===== src/rtl/icache_direct.sv =====
// icache_direct: direct-mapped, read-only instruction cache for one core.
// Fetch hits are answered combinationally from register-based frames. A miss
// latches the word address and moves to FETCH, which holds a single-word read
// on the iREN/iaddr channel until iwait drops, then fills the frame.
// Saturating hit/miss counters are kept for performance reporting.
//
// Ports:
//   CLK, RST             clock, synchronous active-high reset
//   imemREN, imemaddr    fetch request and byte address from the core
//   ihit, imemload       hit flag and instruction word back to the core
//   iREN, iaddr          read request / word address to the memory controller
//   iwait, iload         controller busy flag and returned data
//   flush                invalidate all frames
//   hit_count,miss_count saturating performance counters
//
// state | meaning
// IDLE  | serving lookups; a miss latches its address and moves to FETCH
// FETCH | read outstanding to memory; fill frame when iwait drops
module icache_direct #(
  parameter int SETS  = 16,
  parameter int IDX_W = $clog2(SETS),
  parameter int CNT_W = 16
) (
  input  logic             CLK,
  input  logic             RST,
  input  logic             imemREN,
  input  logic [31:0]      imemaddr,
  output logic             ihit,
  output logic [31:0]      imemload,
  output logic             iREN,
  output logic [31:0]      iaddr,
  input  logic             iwait,
  input  logic [31:0]      iload,
  input  logic             flush,
  output logic [CNT_W-1:0] hit_count,
  output logic [CNT_W-1:0] miss_count
);

  localparam int TAG_W = 30 - IDX_W;

  typedef enum logic [0:0] {IDLE = 1'b0, FETCH = 1'b1} state_t;

  state_t            state_q, state_d;
  logic [SETS-1:0]   valid_q, valid_d;
  logic [TAG_W-1:0]  tag_q  [SETS];
  logic [TAG_W-1:0]  tag_d  [SETS];
  logic [31:0]       data_q [SETS];
  logic [31:0]       data_d [SETS];
  logic [29:0]       miss_addr_q, miss_addr_d;
  logic [CNT_W-1:0]  hit_cnt_q, hit_cnt_d;
  logic [CNT_W-1:0]  miss_cnt_q, miss_cnt_d;

  logic [IDX_W-1:0]  req_idx;
  logic [TAG_W-1:0]  req_tag;
  logic [IDX_W-1:0]  fill_idx;
  logic [TAG_W-1:0]  fill_tag;
  logic              lookup_hit;
  logic              lookup_miss;
  logic              unused_offset;

  assign req_idx       = imemaddr[IDX_W+1:2];
  assign req_tag       = imemaddr[31:IDX_W+2];
  assign fill_idx      = miss_addr_q[IDX_W-1:0];
  assign fill_tag      = miss_addr_q[29:IDX_W];
  assign unused_offset = ^imemaddr[1:0];

  // Lookups only count in IDLE; during FETCH the core sees no hit at all.
  assign lookup_hit  = imemREN && (state_q == IDLE) && valid_q[req_idx] &&
                       (tag_q[req_idx] == req_tag);
  assign lookup_miss = imemREN && (state_q == IDLE) && !lookup_hit;

  // State register
  always_ff @(posedge CLK) begin
    if (RST) begin
      state_q     <= IDLE;
      valid_q     <= '0;
      miss_addr_q <= '0;
      hit_cnt_q   <= '0;
      miss_cnt_q  <= '0;
    end else begin
      state_q     <= state_d;
      valid_q     <= valid_d;
      miss_addr_q <= miss_addr_d;
      hit_cnt_q   <= hit_cnt_d;
      miss_cnt_q  <= miss_cnt_d;
    end
  end

  // Tag and data contents need no reset; valid bits gate them.
  always_ff @(posedge CLK) begin
    tag_q  <= tag_d;
    data_q <= data_d;
  end

  // Next-state logic
  always_comb begin
    state_d = state_q;
    unique case (state_q)
      IDLE:    if (lookup_miss) state_d = FETCH;
      FETCH:   if (!iwait)      state_d = IDLE;
      default: state_d = IDLE;
    endcase
  end

  // Frame, miss address and counter updates
  always_comb begin
    valid_d     = valid_q;
    tag_d       = tag_q;
    data_d      = data_q;
    miss_addr_d = miss_addr_q;
    hit_cnt_d   = hit_cnt_q;
    miss_cnt_d  = miss_cnt_q;

    // Flush is applied before the fill so an in-flight fill still lands valid.
    if (flush) valid_d = '0;

    if (lookup_hit && (hit_cnt_q != {CNT_W{1'b1}}))
      hit_cnt_d = hit_cnt_q + CNT_W'(1);

    if (lookup_miss) begin
      miss_addr_d = imemaddr[31:2];
      if (miss_cnt_q != {CNT_W{1'b1}})
        miss_cnt_d = miss_cnt_q + CNT_W'(1);
    end

    if ((state_q == FETCH) && !iwait) begin
      valid_d[fill_idx] = 1'b1;
      tag_d[fill_idx]   = fill_tag;
      data_d[fill_idx]  = iload;
    end
  end

  // Output logic
  always_comb begin
    ihit       = lookup_hit;
    imemload   = lookup_hit ? data_q[req_idx] : 32'h0;
    iREN       = (state_q == FETCH);
    iaddr      = (state_q == FETCH) ? {miss_addr_q, 2'b00} : 32'h0;
    hit_count  = hit_cnt_q;
    miss_count = miss_cnt_q;
  end

endmodule


===== config.mk =====
export PLATFORM = sky130hd
export DESIGN_NAME = icache_direct
export DESIGN_NICKNAME = d
export VERILOG_FILES = /design/src/rtl/icache_direct.sv
export SDC_FILE = /design/constraint.sdc
export NUM_CORES = 1
export LEC_CHECK = 0
export BUFFER_PORTS_ARGS = -buffer_cell sky130_fd_sc_hd__buf_2
export CORE_MARGIN = 5
export CORE_UTILIZATION = 55
export CTS_CLUSTER_DIAMETER = 50
export DETAILED_ROUTE_END_ITERATION = 8
export GPL_ROUTABILITY_DRIVEN = 0
export HOLD_SLACK_MARGIN = 0.05
export PLACE_DENSITY = 0.75
export SYNTH_ARGS = -nofsm -noshare
export SYNTH_HDL_FRONTEND = slang
export SYNTH_SLANG_ARGS = --single-unit

===== constraint.sdc =====
create_clock -name CLK -period 6.05 [get_ports CLK]
set_input_delay 1.21 -clock CLK [delete_from_list [all_inputs] [get_ports CLK]]
set_output_delay 1.21 -clock CLK [all_outputs]
set_load 0.01 [all_outputs]

==> impl_metrics.env <==
export IMPL_synth_area_mm2=0.0393
export IMPL_h_tree_depth=3
export IMPL_grt_pass1_vias=20300
export IMPL_crit_fanout=33
export IMPL_hold_slack_ns=0.494
export IMPL_wl_um=90900
export IMPL_hold_violations=0
export IMPL_fin_crit_ns=5.72
export IMPL_grt_antenna_before_repair=7
export IMPL_power_leakage_nw=15.3
export IMPL_root_buffer="clkbuf_16"
export IMPL_crit_path_frequent_cell="buf_12"
export IMPL_cp_buffers_inverters=5
export IMPL_synth_cell_types=56
export IMPL_max_stage_delay_ns=0.44
export IMPL_port_buffers=162
export IMPL_ys_flop_type="edfxtp_1"
export IMPL_syn_to_final_growth_pct=14.7
export IMPL_postPlaceCellArea_mm2=0.0416
export IMPL_nNetsFinal=2150
export IMPL_num_io_pins=167
export IMPL_yosysMostFrequentCell="edfxtp_1"
export IMPL_dr_pass1_iters=7
export IMPL_post_dp_hpwl_um=47500
export IMPL_fin_ws_ns=0.330
export IMPL_cp_end_kind="output port"
export IMPL_clock_sinks=1007
export IMPL_post_place_ws_ns=0.316
export IMPL_met3WireLength_um=7490
export IMPL_drc=0
export IMPL_synthArstFlopShare_pct=0
export IMPL_grt_max_degree=97
export IMPL_wl_per_cell_um=29.1
export IMPL_yosys_top_cells_count="edfxtp_1, mux4_2, mux2i_1"
export IMPL_cts_tree="yes"
export IMPL_dieArea_mm2=0.0769
export IMPL_synth_edf_count=928
export IMPL_rows=98
export IMPL_coreArea_mm2=0.0711
export IMPL_critPathSlowestCell="and4_2"
export IMPL_fin_worst_skew_ns=0.0297
export IMPL_synth_area_leaders="edfxtp_1, mux4_2, dfxtp_1, mux2i_1, nor2_1"
export IMPL_dieHeight_um=277
export IMPL_maxSlewHeadroom_pct=18.6
export IMPL_cts_buffers=103
export IMPL_ctsResizeCount=0
export IMPL_syn_inst=1856
export IMPL_hold_buffers=0
export IMPL_final_layout_size_suffix_gt1_share_pct=31.5
export IMPL_dr_total_vias=19700
export IMPL_yosys_warnings=0
export IMPL_rsz0062_at_grt="no"
export IMPL_final_period_utilization_pct=94.5
export IMPL_highest_layer="met4"
export IMPL_outcome="finished, final reports clean"
export IMPL_clkTransAtPathRegs_ns=0.06
export IMPL_critPathLaunchType="input port"
export IMPL_max_cap_violations=0
export IMPL_required_ns=4.84
export IMPL_cp_cell_sequence="buf_8 > buf_12 > buf_4 > mux2i_1 > a221oi_1 > a22o_1 > or3_1 > a2111oi_0 > and4_2 > buf_12 > and3_1 > buf_2"
export IMPL_synth_top_area_share_pct=70.9
export IMPL_vdd_drop_max_mv=0.212
export IMPL_grt_overflow=0
export IMPL_crit_family="buffers and inverters"
export IMPL_max_freq_mhz=175
export IMPL_crit_type="input port to output port"
export IMPL_crit_arrival_ns=4.51
export IMPL_die_x_um=277
export IMPL_ys_ff_latch=1007
export IMPL_synth_area_per_cell_um2=21.2
export IMPL_hp_class="flop to flop"
export IMPL_postCtsSetupRepairBufs=0
export IMPL_avgViaCountPerCell=6.31
export IMPL_start_util_pct=55.3
export IMPL_detail_route_antenna_nets=0
export IMPL_grt_usage_pct=23.5
export IMPL_final_max_slew_viol_count=0
export IMPL_worst_pin_slew_ns=1.22
export IMPL_final_cell_area_mm2=0.0451
export IMPL_dp_cells=2924
export IMPL_nFillCells=4624
export IMPL_clock_path_buffers=3
export IMPL_grt_pass1_wl_um=135000
export IMPL_setup_viol=0
export IMPL_clk_latency_ns=0.66
export IMPL_tns_ns=0
export IMPL_dr_first_iter_drc_count=2172
export IMPL_wl_met1_um=35100
export IMPL_yosys_area_top_type="edfxtp_1"
export IMPL_ys_seq_area_share_pct=74.9
export IMPL_fin_cells=3124
export IMPL_wl_met2_um=46300
export IMPL_p_per_area_mw_per_mm2=327
==> metrics by stage <==
stage	util (%)	power [mW]
floorplan	-	8.25
global placement	58.5	8.48
detailed placement	58.5	8.50
CTS	63.3	14.8
global route	63.4	15.2
finish	63.4	14.7
==> layout by cell type (no fill, tap or decap), drive strengths merged, types with 3 or more instances in the layout <==
master / synthesis / layout
nor2: 84 / 84
a221oi: 6 / 6
xor2: 10 / 10
a21o: 5 / 5
buf: 52 / 217
xnor2: 17 / 17
o31ai: 3 / 3
nand2b: 9 / 9
nor4: 3 / 3
mux2i: 87 / 87
clkinv: 0 / 38
dfxtp: 79 / 79
nand4b: 4 / 4
mux4: 271 / 271
diode: 0 / 6
nand2: 16 / 16
a21oi: 23 / 23
and3: 43 / 43
nand3: 15 / 15
nand4: 10 / 10
edfxtp: 928 / 928
and2: 34 / 34
inv: 5 / 13
and4: 5 / 5
or3: 9 / 9
clkbuf: 49 / 133
clkinvlp: 0 / 5
nor3b: 3 / 3
bufinv: 0 / 11
nor3: 10 / 10
o21ai: 9 / 9
mux2: 17 / 17
nor2b: 24 / 24
==> state kept, by name, indices dropped and copies added, names as in the netlist <==
name / cells
data_q: 512
miss_count: 16
tag_q: 416
miss_addr_q: 30
iREN: 1
hit_count: 16
valid_q: 16
==> path summary, 6_finish.rpt <==
check	to	slack, ns	depth (start not counted)	startpoint
max reg2reg	hit_count[3]$_SDFFE_PP0P_	2.09	10	tag_q[170]$_DFFE_PP_
max	imemload[0]	0.33	12	imemaddr[2]
min	valid_q[10]$_SDFF_PP0_	0.49	2	valid_q[10]$_SDFF_PP0_
min reg2reg	valid_q[10]$_SDFF_PP0_	0.49	2	valid_q[10]$_SDFF_PP0_
==> routing by layer <==
metal  vias up  track usage (%)
met2      1017             39.4
met5         -                0
met3       144             3.76
li1       8159                -
met4         0             6.45
met1     10400             32.9
==> report_power, final <==
part	leakage (nW)	switching, mW	total, mW	internal, mW
Combinational	4.37	0.367	0.651	0.283
Clock	1.67	2.62	6.38	3.76
Sequential	9.28	0.0618	7.71	7.65
Total	15.3	3.05	14.7	11.7
==> logic make-up (layout without fill, tap and decap cells) <==
kind of cell / after synthesis / in the layout / share of synthesized area, %
DFF: 1007 / 1007 / 74.9
AOI/OAI and AO/OA: 61 / 61 / 1.03
and+or+nand+nor: 277 / 277 / 3.86
other: 1 / 8 / 0.00954
buffers and inverters: 106 / 417 / 1.26
xor gates and xnor gates: 27 / 27 / 0.602
muxes: 375 / 375 / 18.2
adders and majority gates: 2 / 2 / 0.0637
==> worst register-to-register path, stage by stage (launching register included) <==
cell	delay, ns
edfxtp_1	0.37
mux4_2	0.47
mux4_2	0.48
xnor2_1	0.30
inv_1	0.06
a2111oi_0	0.40
and4_2	0.44
buf_12	0.26
nand3_1	0.45
or3_1	0.49
a21oi_1	0.17
==> final cells by class <==
cell class / instances / area [µm²] / area share, %
diodes: 6 / 15.0 / 0.0333
clock buffers: 132 / 2800 / 6.21
clock inverters: 62 / 646 / 1.43
inverters: 5 / 21.3 / 0.0472
multi-input cells: 744 / 9500 / 21.1
flip-flops and latches: 1007 / 29400 / 65.3
well taps: 950 / 1190 / 2.64
repair buffers: 218 / 1450 / 3.21
Note: power is estimated with default switching activity, not from simulation.
